`config.mk`:
```
export PLATFORM = sky130hd
export DESIGN_NAME = pipelined_cla_adder
export DESIGN_NICKNAME = d
export VERILOG_FILES = /design/src/rtl/cla_pkg.sv /design/src/rtl/cla_group.sv /design/src/rtl/pipelined_cla_adder.sv
export SDC_FILE = /design/constraint.sdc
export NUM_CORES = 1
export LEC_CHECK = 0
export CAP_MARGIN = 15
export CORE_ASPECT_RATIO = 0.9
export CORE_MARGIN = 5
export CORE_UTILIZATION = 54
export DETAILED_ROUTE_END_ITERATION = 7
export GPL_TIMING_DRIVEN = 1
export MAX_ROUTING_LAYER = met4
export PLACE_DENSITY = 0.88
export SYNTH_ARGS = -nofsm -noshare
export SYNTH_HDL_FRONTEND = slang
export SYNTH_SLANG_ARGS = --single-unit
```
`constraint.sdc`:
```
create_clock -name clk_i -period 4.2 [get_ports clk_i]
set_input_delay 0.63 -clock clk_i [delete_from_list [all_inputs] [get_ports clk_i]]
set_output_delay 0.63 -clock clk_i [all_outputs]
set_load 0.02 [all_outputs]
```
`src/rtl/cla_pkg.sv`:
```
// Shared types and defaults for the pipelined carry-lookahead adder/subtractor.
// The op_e encoding is visible at the block boundary, so operand-issue logic must agree with it.
package cla_pkg;

  typedef enum logic [1:0] {
    ADD = 2'd0,
    SUB = 2'd1,
    ADC = 2'd2,
    SBB = 2'd3
  } op_e;

  localparam int CLA_WIDTH = 32;
  localparam int CLA_GROUP = 4;

  function automatic int cla_groups(input int width, input int group);
    return width / group;
  endfunction

endpackage

```
`src/rtl/cla_group.sv`:
```
// Combinational GROUP-bit carry-lookahead slice: full lookahead on the internal carries,
// plus the group propagate/generate pair used by the next level of lookahead.
module cla_group #(
  parameter int GROUP = 4
) (
  input  logic [GROUP-1:0] i_a,
  input  logic [GROUP-1:0] i_b,
  input  logic             i_c,
  output logic [GROUP-1:0] o_sum,
  output logic             o_p,
  output logic             o_g
);

  logic [GROUP-1:0] w_p;
  logic [GROUP-1:0] w_g;
  logic [GROUP-1:0] w_c;

  assign w_p = i_a ^ i_b;
  assign w_g = i_a & i_b;
  assign o_p = &w_p;

  // Each carry is a flat sum of products, so no carry waits on the carry below it.
  always_comb begin
    logic v_acc;
    logic v_term;
    v_acc  = 1'b0;
    v_term = 1'b0;
    w_c    = '0;
    for (int i = 0; i < GROUP; i++) begin
      v_acc = i_c;
      for (int q = 0; q < i; q++) v_acc = v_acc & w_p[q];
      for (int m = 0; m < i; m++) begin
        v_term = w_g[m];
        for (int q = m + 1; q < i; q++) v_term = v_term & w_p[q];
        v_acc = v_acc | v_term;
      end
      w_c[i] = v_acc;
    end
  end

  always_comb begin
    logic v_term;
    v_term = 1'b0;
    o_g    = 1'b0;
    for (int m = 0; m < GROUP; m++) begin
      v_term = w_g[m];
      for (int q = m + 1; q < GROUP; q++) v_term = v_term & w_p[q];
      o_g = o_g | v_term;
    end
  end

  assign o_sum = w_p ^ w_c;

endmodule

```
`src/rtl/pipelined_cla_adder.sv`:
```
// Pipelined carry-lookahead adder/subtractor with valid/ready flow control.
// Slot 0 registers the selected operands; stage k resolves bit slice k from slot k into slot k+1.
module pipelined_cla_adder
  import cla_pkg::*;
#(
  parameter int WIDTH  = CLA_WIDTH,
  parameter int GROUP  = CLA_GROUP,
  parameter int STAGES = 2
) (
  input  logic             clk_i,
  input  logic             rst_i,
  input  logic             valid_i,
  output logic             ready_o,
  input  op_e              op_i,
  input  logic [WIDTH-1:0] a_i,
  input  logic [WIDTH-1:0] b_i,
  input  logic             cin_i,
  output logic             valid_o,
  input  logic             ready_i,
  output logic [WIDTH-1:0] sum_o,
  output logic             cout_o,
  output logic             ovf_o,
  output logic             zero_o
);

  localparam int NG  = cla_groups(WIDTH, GROUP);
  localparam int GPS = NG / STAGES;
  localparam int SW  = WIDTH / STAGES;
  localparam int L   = STAGES - 1;

  if (WIDTH % GROUP != 0) begin : g_bad_width
    $error("pipelined_cla_adder: WIDTH must be a multiple of GROUP");
  end
  if (STAGES < 1 || STAGES > NG || (NG % STAGES) != 0) begin : g_bad_stages
    $error("pipelined_cla_adder: STAGES must be in 1..WIDTH/GROUP and divide WIDTH/GROUP");
  end

  logic [STAGES:0]              r_valid;
  logic [STAGES:0][WIDTH-1:0]   r_a;
  logic [STAGES:0][WIDTH-1:0]   r_b;
  logic [STAGES:0][WIDTH-1:0]   r_sum;
  logic [STAGES:0]              r_c;
  logic                         r_cout;
  logic                         r_ovf;
  logic                         r_zero;

  logic [STAGES:0]              w_adv;
  logic [WIDTH-1:0]             w_b_sel;
  logic                         w_c0;
  logic [STAGES-1:0][SW-1:0]    w_slice_sum;
  logic [STAGES-1:0][WIDTH-1:0] w_out_sum;
  logic [STAGES-1:0][GPS-1:0]   w_gp;
  logic [STAGES-1:0][GPS-1:0]   w_gg;
  logic [STAGES-1:0][GPS:0]     w_gc;
  logic                         w_msb_cin;
  logic                         w_unused;

  // Subtraction is a + ~b + 1; for SBB, cin_i is a borrow, so the carry-in is its inverse.
  always_comb begin
    w_b_sel = b_i;
    w_c0    = 1'b0;
    case (op_i)
      SUB:     begin w_b_sel = ~b_i; w_c0 = 1'b1;   end
      ADC:     begin w_b_sel = b_i;  w_c0 = cin_i;  end
      SBB:     begin w_b_sel = ~b_i; w_c0 = ~cin_i; end
      default: begin w_b_sel = b_i;  w_c0 = 1'b0;   end
    endcase
  end

  // A slot advances when it is empty or its successor advances, so bubbles collapse.
  always_comb begin
    w_adv         = '0;
    w_adv[STAGES] = ~r_valid[STAGES] | ready_i;
    for (int k = STAGES - 1; k >= 0; k--) w_adv[k] = ~r_valid[k] | w_adv[k+1];
  end

  assign ready_o = w_adv[0];

  for (genvar gi = 0; gi < STAGES; gi++) begin : g_stage
    for (genvar gj = 0; gj < GPS; gj++) begin : g_grp
      cla_group #(.GROUP(GROUP)) u_grp (
        .i_a   (r_a[gi][gi*SW + gj*GROUP +: GROUP]),
        .i_b   (r_b[gi][gi*SW + gj*GROUP +: GROUP]),
        .i_c   (w_gc[gi][gj]),
        .o_sum (w_slice_sum[gi][gj*GROUP +: GROUP]),
        .o_p   (w_gp[gi][gj]),
        .o_g   (w_gg[gi][gj])
      );
    end
  end

  // Second-level lookahead across the groups of one stage, seeded by the registered stage carry.
  always_comb begin
    logic v_acc;
    logic v_term;
    v_acc  = 1'b0;
    v_term = 1'b0;
    w_gc   = '0;
    for (int k = 0; k < STAGES; k++) begin
      for (int j = 0; j <= GPS; j++) begin
        v_acc = r_c[k];
        for (int q = 0; q < j; q++) v_acc = v_acc & w_gp[k][q];
        for (int m = 0; m < j; m++) begin
          v_term = w_gg[k][m];
          for (int q = m + 1; q < j; q++) v_term = v_term & w_gp[k][q];
          v_acc = v_acc | v_term;
        end
        w_gc[k][j] = v_acc;
      end
    end
  end

  always_comb begin
    w_out_sum = '0;
    for (int k = 0; k < STAGES; k++) begin
      w_out_sum[k]              = r_sum[k];
      w_out_sum[k][k*SW +: SW]  = w_slice_sum[k];
    end
    // The carry into the MSB is recovered from its sum bit: s = p ^ c.
    w_msb_cin = r_a[L][WIDTH-1] ^ r_b[L][WIDTH-1] ^ w_slice_sum[L][SW-1];
  end

  always_ff @(posedge clk_i) begin
    if (rst_i) begin
      r_valid <= '0;
      r_a     <= '0;
      r_b     <= '0;
      r_sum   <= '0;
      r_c     <= '0;
      r_cout  <= 1'b0;
      r_ovf   <= 1'b0;
      r_zero  <= 1'b0;
    end else begin
      if (w_adv[0]) begin
        r_valid[0] <= valid_i;
        if (valid_i) begin
          r_a[0]   <= a_i;
          r_b[0]   <= w_b_sel;
          r_c[0]   <= w_c0;
          r_sum[0] <= '0;
        end
      end
      for (int k = 0; k < STAGES; k++) begin
        if (w_adv[k+1]) begin
          r_valid[k+1] <= r_valid[k];
          if (r_valid[k]) begin
            r_a[k+1]   <= r_a[k];
            r_b[k+1]   <= r_b[k];
            r_c[k+1]   <= w_gc[k][GPS];
            r_sum[k+1] <= w_out_sum[k];
          end
        end
      end
      if (w_adv[STAGES] && r_valid[L]) begin
        r_cout <= w_gc[L][GPS];
        r_ovf  <= w_gc[L][GPS] ^ w_msb_cin;
        r_zero <= ~|w_out_sum[L];
      end
    end
  end

  assign valid_o = r_valid[STAGES];
  assign sum_o   = r_sum[STAGES];
  assign cout_o  = r_cout;
  assign ovf_o   = r_ovf;
  assign zero_o  = r_zero;

  // Operands and carry have nothing left to resolve once they reach the output slot.
  assign w_unused = ^{r_a[STAGES], r_b[STAGES], r_c[STAGES]};

endmodule

```
==> impl_metrics.py <==
metrics = {
    "final_layout": {
        "nets": 1030,
        "multi_input_area_um2": 3610,
        "diodes": 0,
        "num-fill-cells": 994,
        "syn_to_final_growth_pct": 20.6,
        "drive_above_1_share": 0.0477,
        "regArea_um2": 3040,
    },
    "worst_setup_path": {
        "critical_path_buf_inv_count": 0,
        "crit_type": "reg2reg",
        "critPathLaunchType": "flip-flop",
        "r2r_cells": 12,
        "reg2reg_setup_slack_ns": 0.67,
        "r2r_end": "zero_o",
        "worstPathRequired_ns": 4.54,
        "crit_family": "simple AND/OR/NAND/NOR gates",
        "worstPathArrival_ns": 3.87,
        "crit_fanout": 4,
        "max_stage_delay_ns": 0.51,
        "rr_startpoint": "r_b[50]",
        "critical_path.slowest_cell": "fa_1",
        "worstSetupEndpointType": "flip-flop",
        "cp_cell_sequence": "ha_1, a21oi_1, o221ai_1, nand2b_1, a21oi_1, fa_1, nor3b_1, nand4_1, nor4_2, nand4b_1, or4_1, o31ai_2",
        "cp_common_cell": "a21oi_1",
    },
    "clocking": {
        "clockRootBuffer": "clkbuf_16",
        "ctsHtreeMaxLevel": 4,
        "postCtsSetupRepairBufs": 0,
        "insertion_delay_ns": 0.42,
        "cts_resized": 0,
        "cts_buffer_depth": 2,
        "cts_buffers": 17,
        "cts.sinks": 152,
        "clkTransAtPathRegs_ns": 0.06,
        "tritoncts": "done",
        "cts_hold_buffers": 0,
    },
    "synthesis": {
        "netlist_area_um2": 7140,
        "synth_area_per_cell_um2": 8.26,
        "synth_area_leaders": "dfxtp_1 (43%), nand2_1 (11%), a21oi_1 (8.7%)",
        "synth.most_common_cell": "nand2_1",
        "synthFlopType": "dfxtp_1",
        "synth.ff_latch_count": 152,
        "syn_inst": 864,
        "syn_nets": 983,
        "yosysWarnings": 0,
        "async_flop_share": 0,
        "ys_types": 40,
        "ys_top_cells_by_count": "nand2_1 (214), dfxtp_1 (152), a21oi_1 (124)",
        "synth_top_area_frac": 0.426,
        "synth_edf_count": 0,
        "yosysSeqAreaShare": 0.426,
        "synth_area_leader_cell": "dfxtp_1",
    },
    "timing": {
        "setup_tns_ns": 0,
        "max_freq_mhz": 283,
        "rsz0062_at_grt": "no",
        "tightest_slew_ns": 1.00,
        "slew_viol_final": 0,
        "hold_viol": 0,
        "min_period_over_period": 0.841,
        "fin_skew_ns": 0.00648,
        "relSlewSlack": 0.332,
        "min_period_ns": 3.53,
        "whs_ns": 0.451,
        "setup_viol": 0,
    },
    "global_routing": {
        "grt_max_degree": 101,
        "grt_antenna_before_repair": 0,
        "grt_pass1_wl_mm": 26.2,
        "overflow": 0,
        "grt_usage": 0.210,
        "grt_pass1_vias": 5432,
    },
    "routing": {
        "via_per_inst": 5.39,
        "drc_errors": 0,
        "routed_wl_mm": 16.0,
        "drtPass1Iterations": 6,
        "vias": 5855,
        "drt_iter0_drc": 416,
        "final_antenna_net_count": 0,
        "post_drt_wl_per_cell_um": 14.7,
    },
    "place": {
        "dp_hpwl_mm": 11.1,
        "numPortBuffers": 107,
        "gp_congestion": 0.864,
    },
    "floorplan": {
        "initial_core_util": 0.556,
        "core_area_um2": 12800,
        "rows": 39,
        "die_area_um2": 15600,
        "dieWidth_um": 131,
        "die_y_um": 119,
        "io_pins": 108,
    },
    "worst_hold_path": {
        "hp-start": "r_b[17]",
        "min_to": "r_b[49]",
        "hold_depth": 2,
        "hold_path_class": "reg2reg",
    },
    "power": {
        "max-vdd-ir-drop_mv": 0.267,
        "p_per_area_nw_per_um2": 399,
        "power.leakage_nw": 3.35,
    },
    "run_status": {
        "outcome": "finished, final reports clean",
    },
    "job": {
        "max-cap-violations": 0,
    },
}
-- how the worst max path moves through the flow --
stage	from	end	slack (ns)	cells after the start
3_5_place_dp	r_b[50]	zero_o	0.76	12
2_1_floorplan	r_b[53]	zero_o	1.11	12
6_report	r_b[50]	zero_o	0.67	12
4_1_cts	r_b[50]	zero_o	0.74	12
5_1_grt	r_b[50]	zero_o	0.42	12
3_3_place_gp	r_b[50]	zero_o	0.90	12
-- logic make-up after synthesis --
kind of cell	Yosys count	share of synthesized area
buffers and inverters	98	0.0704
AND/OR/NAND/NOR	312	0.179
XOR/XNOR	58	0.0711
flip-flops	152	0.426
AO/OA/AOI/OAI	196	0.160
adder cells (fa/ha/maj)	48	0.0925
-- flip-flops by register name, summed over array words and instances (netlist names) --
signal / count
cout_o: 1
ovf_o: 1
r_a: 48
r_b: 48
r_c: 2
r_sum: 16
r_valid: 3
sum_o: 32
zero_o: 1
-- through the flow --
stage                     cells  setup slack, ns  power, W  utilization  instance area, µm²
after CTS                  1085            0.740   0.00344        0.670                8600
after global placement     1055            0.904   0.00197        0.625                8030
after global routing       1086            0.415   0.00357        0.671                8610
after detailed placement   1055            0.760   0.00198        0.625                8030
after floorplan             864             1.11   0.00184            -                7140
final                      1086            0.667   0.00344        0.671                8610
-- report_power, final --
part	leakage, nW	internal (W)	switching (W)	total, W
combinational	1.82	0.000187	0.000213	0.000400
sequential	1.24	0.00151	0.0000499	0.00156
clock	0.286	0.000912	0.000564	0.00148
total	3.35	0.00261	0.000827	0.00344
-- per-layer routing --
metal | up-vias | track usage | routed length, µm
li1 | 2950 | - | -
met1 | 2679 | 0.275 | 7530
met2 | 189 | 0.316 | 7170
met3 | 37 | 0.0556 | 965
met4 | 0 | 0.0701 | 320
met5 | - | - | 0
-- cells in the final DEF (no fill, tap or decap), types with 2 or more instances in the layout --
master | synthesis | routed
o21bai_1 | 3 | 3
nand3_1 | 5 | 5
a21oi_1 | 124 | 124
nand2_1 | 214 | 214
a211oi_1 | 43 | 43
nand2b_1 | 8 | 8
xor2_1 | 11 | 11
clkbuf_1 | 46 | 2
ha_1 | 40 | 40
bufinv_16 | 0 | 2
clkinv_2 | 0 | 4
or3_1 | 2 | 2
buf_4 | 32 | 6
nor2_1 | 60 | 60
nor4_1 | 4 | 4
clkdlybuf4s50_1 | 0 | 105
a21o_1 | 5 | 5
dfxtp_1 | 152 | 152
clkbuf_16 | 0 | 17
nor3_1 | 6 | 6
o21ai_0 | 11 | 11
clkbuf_8 | 0 | 3
nand4_1 | 3 | 3
xnor2_1 | 47 | 47
inv_1 | 12 | 12
nor3b_1 | 2 | 2
clkinv_4 | 0 | 2
o21a_1 | 2 | 2
fa_1 | 8 | 8
-- area by class of cell --
cell class | count | area share
multi-input cells | 614 | 0.419
flip-flops and latches | 152 | 0.353
repair buffers | 114 | 0.132
clock buffers | 22 | 0.0551
well taps | 164 | 0.0238
clock inverters | 8 | 0.0113
inverters | 12 | 0.00523
-- worst min-delay path: stages (launching register included) --
cell     delay, ns
dfxtp_1       0.30
nand2_1       0.05
a21oi_1       0.05
Note: power is estimated with default switching activity, not from simulation.
